===== config.mk =====
export PLATFORM = sky130hd
export DESIGN_NAME = cam_core_flat
export DESIGN_NICKNAME = d
export VERILOG_FILES = /design/src/rtl/cam_pkg.sv /design/src/rtl/cam_core_if.sv /design/src/rtl/cam_prio_enc.sv /design/src/rtl/cam_core.sv /design/src/flat_wrapper.sv
export SDC_FILE = /design/constraint.sdc
export NUM_CORES = 2
export LEC_CHECK = 0
export CAP_MARGIN = 20
export CORE_MARGIN = 2
export CORE_UTILIZATION = 55
export CTS_BUF_LIST = sky130_fd_sc_hd__clkbuf_8 sky130_fd_sc_hd__clkbuf_16
export DETAILED_ROUTE_END_ITERATION = 10
export GPL_TIMING_DRIVEN = 0
export PLACE_DENSITY = 0.74
export SETUP_SLACK_MARGIN = 0.15
export SLEW_MARGIN = 10
export SYNTH_ARGS = -nofsm -noshare
export SYNTH_HDL_FRONTEND = slang
export SYNTH_SLANG_ARGS = --single-unit

===== constraint.sdc =====
create_clock -name clk -period 6 [get_ports clk]
set_clock_uncertainty 0.15 [all_clocks]
set_input_delay 0.6 -clock clk [delete_from_list [all_inputs] [get_ports clk]]
set_output_delay 0.6 -clock clk [all_outputs]
set_load 0.005 [all_outputs]

===== src/rtl/cam_pkg.sv =====
// rtl/cam_pkg.sv - shared widths, types and lowest-index helper for the CAM
package cam_pkg;

   localparam int CAM_DATA_WIDTH = 32;
   localparam int CAM_ADDR_WIDTH = 5;
   localparam int CAM_MAX_DEPTH  = 256;

   typedef logic [CAM_ADDR_WIDTH-1:0] cam_index_t;
   typedef logic [CAM_DATA_WIDTH-1:0] cam_data_t;
   typedef logic [CAM_ADDR_WIDTH:0]   cam_count_t;

   // Reference encoder: lowest set bit position, 0 when the vector is empty.
   function automatic int cam_lowest_index(input logic [CAM_MAX_DEPTH-1:0] vec);
      int idx;
      idx = 0;
      for (int i = CAM_MAX_DEPTH - 1; i >= 0; i--) begin
         if (vec[i]) idx = i;
      end
      return idx;
   endfunction

endpackage


===== src/rtl/cam_core_if.sv =====
// rtl/cam_core_if.sv - request/response bundle between lookup controller and CAM
interface cam_core_if
   import cam_pkg::*;
#(
   parameter int DATA_WIDTH = CAM_DATA_WIDTH,
   parameter int ADDR_WIDTH = CAM_ADDR_WIDTH
);
   logic                  write_en_i;
   logic [ADDR_WIDTH-1:0] write_index_i;
   logic [DATA_WIDTH-1:0] write_data_i;
   logic                  inv_en_i;
   logic [ADDR_WIDTH-1:0] inv_index_i;
   logic                  read_en_i;
   logic [ADDR_WIDTH-1:0] read_index_i;
   logic                  read_valid_o;
   logic [DATA_WIDTH-1:0] read_value_o;
   logic                  search_en_i;
   logic [DATA_WIDTH-1:0] search_data_i;
   logic                  search_resp_o;
   logic                  search_hit_o;
   logic [ADDR_WIDTH-1:0] search_index_o;
   logic [ADDR_WIDTH:0]   count_o;
   logic                  full_o;
   logic                  empty_o;

   modport master (
      output write_en_i, write_index_i, write_data_i,
      output inv_en_i, inv_index_i,
      output read_en_i, read_index_i,
      output search_en_i, search_data_i,
      input  read_valid_o, read_value_o,
      input  search_resp_o, search_hit_o, search_index_o,
      input  count_o, full_o, empty_o
   );

   modport slave (
      input  write_en_i, write_index_i, write_data_i,
      input  inv_en_i, inv_index_i,
      input  read_en_i, read_index_i,
      input  search_en_i, search_data_i,
      output read_valid_o, read_value_o,
      output search_resp_o, search_hit_o, search_index_o,
      output count_o, full_o, empty_o
   );
endinterface


===== src/rtl/cam_prio_enc.sv =====
// rtl/cam_prio_enc.sv - combinational lowest-index priority encoder with hit flag
module cam_prio_enc #(
   parameter int DEPTH      = 32,
   parameter int ADDR_WIDTH = 5
) (
   input  logic [DEPTH-1:0]      match_i,
   output logic                  hit_o,
   output logic [ADDR_WIDTH-1:0] index_o
);
   // Scan from the top so the lowest set bit is the last one to land.
   always_comb begin
      hit_o   = 1'b0;
      index_o = '0;
      for (int i = DEPTH - 1; i >= 0; i--) begin
         if (match_i[i]) begin
            hit_o   = 1'b1;
            index_o = ADDR_WIDTH'(i);
         end
      end
   end
endmodule


===== src/rtl/cam_core.sv =====
// rtl/cam_core.sv - CAM with valid bits, occupancy count, registered read and search
module cam_core
   import cam_pkg::*;
#(
   parameter int DATA_WIDTH = CAM_DATA_WIDTH,
   parameter int ADDR_WIDTH = CAM_ADDR_WIDTH,
   parameter int DEPTH      = 1 << ADDR_WIDTH
) (
   input logic       clk,
   input logic       rst,
   cam_core_if.slave bus
);
   localparam int CW = ADDR_WIDTH + 1;

   logic [DATA_WIDTH-1:0] mem_q [DEPTH];
   logic [DEPTH-1:0]      valid_q, valid_d;
   logic [CW-1:0]         count_q, count_d;
   logic                  read_valid_q;
   logic [DATA_WIDTH-1:0] read_value_q;
   logic                  search_resp_q;
   logic                  search_hit_q;
   logic [ADDR_WIDTH-1:0] search_index_q;

   logic                  wr_ok, inv_ok, rd_ok, rd_hit, inc, dec;
   logic [DEPTH-1:0]      match;
   logic                  enc_hit;
   logic [ADDR_WIDTH-1:0] enc_index;

   assign wr_ok  = bus.write_en_i && (int'(bus.write_index_i) < DEPTH);
   assign inv_ok = bus.inv_en_i   && (int'(bus.inv_index_i)   < DEPTH);
   assign rd_ok  = bus.read_en_i  && (int'(bus.read_index_i)  < DEPTH);
   assign rd_hit = rd_ok && valid_q[bus.read_index_i];

   // Write is applied after invalidate so it wins on an index collision.
   always_comb begin
      valid_d = valid_q;
      inc     = wr_ok && !valid_q[bus.write_index_i];
      dec     = inv_ok && valid_q[bus.inv_index_i]
                && !(wr_ok && (bus.write_index_i == bus.inv_index_i));
      if (inv_ok) valid_d[bus.inv_index_i] = 1'b0;
      if (wr_ok)  valid_d[bus.write_index_i] = 1'b1;
      count_d = count_q;
      if (inc && !dec)      count_d = count_q + CW'(1);
      else if (dec && !inc) count_d = count_q - CW'(1);
   end

   for (genvar i = 0; i < DEPTH; i++) begin : g_match
      assign match[i] = valid_q[i] && (mem_q[i] == bus.search_data_i);
   end

   cam_prio_enc #(.DEPTH(DEPTH), .ADDR_WIDTH(ADDR_WIDTH)) u_prio_enc (
      .match_i (match),
      .hit_o   (enc_hit),
      .index_o (enc_index)
   );

   always_ff @(posedge clk) begin
      if (rst) begin
         valid_q        <= '0;
         count_q        <= '0;
         read_valid_q   <= 1'b0;
         read_value_q   <= '0;
         search_resp_q  <= 1'b0;
         search_hit_q   <= 1'b0;
         search_index_q <= '0;
      end else begin
         valid_q       <= valid_d;
         count_q       <= count_d;
         read_valid_q  <= rd_hit;
         search_resp_q <= bus.search_en_i;
         if (bus.read_en_i) read_value_q <= rd_hit ? mem_q[bus.read_index_i] : '0;
         if (bus.search_en_i) begin
            search_hit_q   <= enc_hit;
            search_index_q <= enc_index;
         end
      end
   end

   // Storage is deliberately left out of reset; only the write port touches it.
   always_ff @(posedge clk) begin
      if (!rst && wr_ok) mem_q[bus.write_index_i] <= bus.write_data_i;
   end

   always_ff @(posedge clk) begin
      if (!rst && bus.search_en_i) begin
         assert (enc_hit == (|match));
         assert (int'(enc_index) == cam_lowest_index(CAM_MAX_DEPTH'(match)));
      end
   end

   assign bus.read_valid_o   = read_valid_q;
   assign bus.read_value_o   = read_value_q;
   assign bus.search_resp_o  = search_resp_q;
   assign bus.search_hit_o   = search_hit_q;
   assign bus.search_index_o = search_index_q;
   assign bus.count_o        = count_q;
   assign bus.full_o         = (int'(count_q) == DEPTH);
   assign bus.empty_o        = (count_q == '0);
endmodule


===== src/flat_wrapper.sv =====
// flat-port wrapper written by rule: the top's interface ports become plain ports
module cam_core_flat import cam_pkg::*;
#(
   parameter int DATA_WIDTH = CAM_DATA_WIDTH,
   parameter int ADDR_WIDTH = CAM_ADDR_WIDTH,
   parameter int DEPTH      = 1 << ADDR_WIDTH
)
  (clk, rst, bus_write_en_i, bus_write_index_i, bus_write_data_i, bus_inv_en_i, bus_inv_index_i, bus_read_en_i, bus_read_index_i, bus_search_en_i, bus_search_data_i, bus_read_valid_o, bus_read_value_o, bus_search_resp_o, bus_search_hit_o, bus_search_index_o, bus_count_o, bus_full_o, bus_empty_o);
  cam_core_if #(.DATA_WIDTH(DATA_WIDTH), .ADDR_WIDTH(ADDR_WIDTH)) bus_i ();
  input logic clk;
  input logic rst;
  input wire logic [$bits(bus_i.write_en_i)-1:0] bus_write_en_i;
  input wire logic [$bits(bus_i.write_index_i)-1:0] bus_write_index_i;
  input wire logic [$bits(bus_i.write_data_i)-1:0] bus_write_data_i;
  input wire logic [$bits(bus_i.inv_en_i)-1:0] bus_inv_en_i;
  input wire logic [$bits(bus_i.inv_index_i)-1:0] bus_inv_index_i;
  input wire logic [$bits(bus_i.read_en_i)-1:0] bus_read_en_i;
  input wire logic [$bits(bus_i.read_index_i)-1:0] bus_read_index_i;
  input wire logic [$bits(bus_i.search_en_i)-1:0] bus_search_en_i;
  input wire logic [$bits(bus_i.search_data_i)-1:0] bus_search_data_i;
  output wire logic [$bits(bus_i.read_valid_o)-1:0] bus_read_valid_o;
  output wire logic [$bits(bus_i.read_value_o)-1:0] bus_read_value_o;
  output wire logic [$bits(bus_i.search_resp_o)-1:0] bus_search_resp_o;
  output wire logic [$bits(bus_i.search_hit_o)-1:0] bus_search_hit_o;
  output wire logic [$bits(bus_i.search_index_o)-1:0] bus_search_index_o;
  output wire logic [$bits(bus_i.count_o)-1:0] bus_count_o;
  output wire logic [$bits(bus_i.full_o)-1:0] bus_full_o;
  output wire logic [$bits(bus_i.empty_o)-1:0] bus_empty_o;
  assign bus_i.write_en_i = bus_write_en_i;
  assign bus_i.write_index_i = bus_write_index_i;
  assign bus_i.write_data_i = bus_write_data_i;
  assign bus_i.inv_en_i = bus_inv_en_i;
  assign bus_i.inv_index_i = bus_inv_index_i;
  assign bus_i.read_en_i = bus_read_en_i;
  assign bus_i.read_index_i = bus_read_index_i;
  assign bus_i.search_en_i = bus_search_en_i;
  assign bus_i.search_data_i = bus_search_data_i;
  assign bus_read_valid_o = bus_i.read_valid_o;
  assign bus_read_value_o = bus_i.read_value_o;
  assign bus_search_resp_o = bus_i.search_resp_o;
  assign bus_search_hit_o = bus_i.search_hit_o;
  assign bus_search_index_o = bus_i.search_index_o;
  assign bus_count_o = bus_i.count_o;
  assign bus_full_o = bus_i.full_o;
  assign bus_empty_o = bus_i.empty_o;
  cam_core #(.DATA_WIDTH(DATA_WIDTH), .ADDR_WIDTH(ADDR_WIDTH), .DEPTH(DEPTH)) u_core (.clk(clk), .rst(rst), .bus(bus_i));
endmodule

==> results.yml <==
status:
  status: "complete, no violations"
routing:
  wirelength_um: 265000
  drt_iter0_markers: 7807
  drtPass1Iterations: 6
  drt-wirelength-per-cell_um: 50.9
  remaining_drc_errors: 0
  drtAntennaViolNets: 0
  vias_per_cell: 7.50
  via_count: 39000
logic_synthesis:
  synth_ff_type: "edfxtp_1"
  synth_top_family_by_area: "XOR/XNOR gates"
  synthMuxAreaShare: 0.147
  async_reset_ff_frac: 0
  avgSynthCellArea_um2: 15.8
  ys.warnings.count: 0
  ys_ff_latch: 1102
  synthAdderAreaFrac: 0.00149
  synth_edf_count: 1024
  syn-instance-count: 3507
  ys_types: 71
  synth_compound_area_frac: 0.0147
  yosys.area_share.simple: 0.0613
  synth_xor_area_frac: 0.162
  yosysSeqAreaShare: 0.583
  syn-num-nets: 3598
  synth_area_um2: 55400
setup_path:
  crit_path_end: "u_core.bus.read_value_o[23]"
  worstSetupStartpointType: "input pin"
  r2r-start: "u_core.valid_q[27]"
  endpoint_kind: "flop"
  path_class: "input pin to flop"
  cp.required_ps: 6450
  crit_fanout: 10
  reg2reg_to: "u_core.bus.search_index_o[3]"
  r2r_slack_ps: 1330
  worstPathArrival_ps: 5300
  reg2reg_depth: 8
  critPathLaunch: "bus_read_index_i[0]"
floorplan:
  rows: 116
  core_area_um2: 100000
  pin_count: 133
  die_area_um2: 103000
  dieWidth_um: 321
  dieHeight_um: 321
  start_util: 0.554
finish:
  num-nets-final: 3884
  final_cell_mix: "edfxtp_1, xor2_1, xnor2_1, mux4_2, nor4_1"
  final_area_um2: 63500
  area_growth_pct: 14.7
  final_common_cell: "edfxtp_1"
  fillCellCount: 7307
  final_layout_size_suffix_gt1_frac: 0.216
clocking:
  tritoncts: "done"
  cts.sinks: 1102
  htree_levels: 3
  clock_path_buffers: 3
  root_buffer: "clkbuf_16"
  clk_latency_ps: 760
  post_cts_resized: 0
  holdBufCountCts: 3
  path_clk_slew_ps: 60
  cts_setup_buffers: 0
  numCtsBuffers: 116
place:
  place_congestion: 1.07
  place_area_um2: 59500
  dp_slack_ps: 702
  hpwl_um: 196000
  port_buffers: 94
timing:
  fin_crit_ps: 4840
  fin_hold_ws_ps: 7.80
  min_period_over_period: 0.807
  final_max_slew_viol_count: 0
  setup_tns_ps: 0
  hold_violations: 0
  worstMarginPinSlew_ps: 1340
  fmax_mhz: 206
  final-setup-viol-count: 0
  slew_headroom: 0.104
  timing.final.ws_setup_ps: 1160
  rsz0062_at_grt: "no"
power:
  ir_drop_mv: 0.254
  power_mw: 18.2
  power_density_nw_per_um2: 287
  leakagePower_nw: 20.6
worst_hold_path:
  holdCritPathClass: "input pin to flop"
global_route:
  grt_max_degree: 32
  grt_pass1_wl_um: 339000
  grt_pass1_vias: 36000
  grt.total_usage: 0.512
  antenna_found_initial: 25
  overflow: 0
flow_run:
  cap_violations: 0
==> power by group <==
part	switching (mW)	internal, mW
registers	0.0582	8.45
clock network	3.30	4.22
logic	1.51	0.685
==> kinds of logic after synthesis <==
family | count (synthesis)
flops | 1102
xor+xnor | 1024
simple gates | 602
mux | 381
buf+inv | 253
compound gates | 139
fa+ha+maj | 6
==> sequential cells by signal (all words and copies together) (netlist names) <==
register,cells
u_core.mem_q,1024
u_core.bus.read_value_o,32
u_core.valid_q,32
u_core.bus.count_o,6
u_core.bus.search_index_o,5
u_core.bus.read_valid_o,1
u_core.bus.search_hit_o,1
u_core.bus.search_resp_o,1
==> worst min path at each step <==
stage	slack [ps]	from	cells after the start	endpoint
floorplan	290	u_core.bus.read_value_o[0]	2	u_core.bus.read_value_o[0]
global placement	290	u_core.bus.read_value_o[17]	2	u_core.bus.read_value_o[17]
detailed placement	300	u_core.bus.read_value_o[30]	2	u_core.bus.read_value_o[30]
CTS	20	bus_write_data_i[25]	1	u_core.mem_q[24][25]
global route	40	bus_write_data_i[25]	1	u_core.mem_q[24][25]
finish	8	bus_write_data_i[25]	1	u_core.mem_q[24][25]
==> area by class of cell <==
class / count / area [um2] / share of cell area
flip-flops and latches: 1102 / 32300 / 0.508
multi-input cells: 2152 / 21700 / 0.341
clock buffers: 123 / 3010 / 0.0474
repair buffers: 168 / 2340 / 0.0368
well taps: 1298 / 1620 / 0.0256
plain buffers: 235 / 1600 / 0.0252
clock inverters: 98 / 880 / 0.0138
inverters: 18 / 67.6 / 0.00106
diodes: 11 / 27.5 / 0.000433
==> cells in the mapped netlist (all sizes together) (5+ instances only) <==
cell type	count	area [um2]
nor3	36	180
clkbuf	68	258
dfxtp	78	1560
mux2i	33	330
nand2	75	284
nor2b	25	156
nand3b	25	191
nand4	120	763
ha	5	62.6
xor2	548	4800
mux4	347	7820
nor2	60	225
nand2b	6	37.5
and3	15	93.8
o21ai	88	440
a21oi	16	83.8
nand3	66	330
inv	17	63.8
nor4	144	907
or3	14	103
nor3b	6	45.0
edfxtp	1024	30700
xnor2	476	4190
buf	167	1340
==> stage by stage <==
step,instances,utilization
after floorplan,3507,-
after global placement,4899,0.580
after detailed placement,4966,0.595
after CTS,5190,0.635
after global routing,5194,0.635
final,5205,0.635
==> per-layer routing <==
layer  share of wire  GRT usage  wire length [um]  up-vias
li1                -          -                 -    14100
met1            0.34      0.650             88800    19900
met2            0.39      0.673            104000     4185
met3            0.19      0.276             49900      813
met4           0.083      0.340             21800       18
met5         0.00042          0               110        -
==> critical path, stage by stage <==
cell and delay [ps]:
clkdlybuf4s50_1 610, buf_2 440, buf_2 730, buf_2 690, mux4_2 740, mux4_2 550, mux2i_1 760, o21ai_0 150
Power figures use the tool's default switching activity.
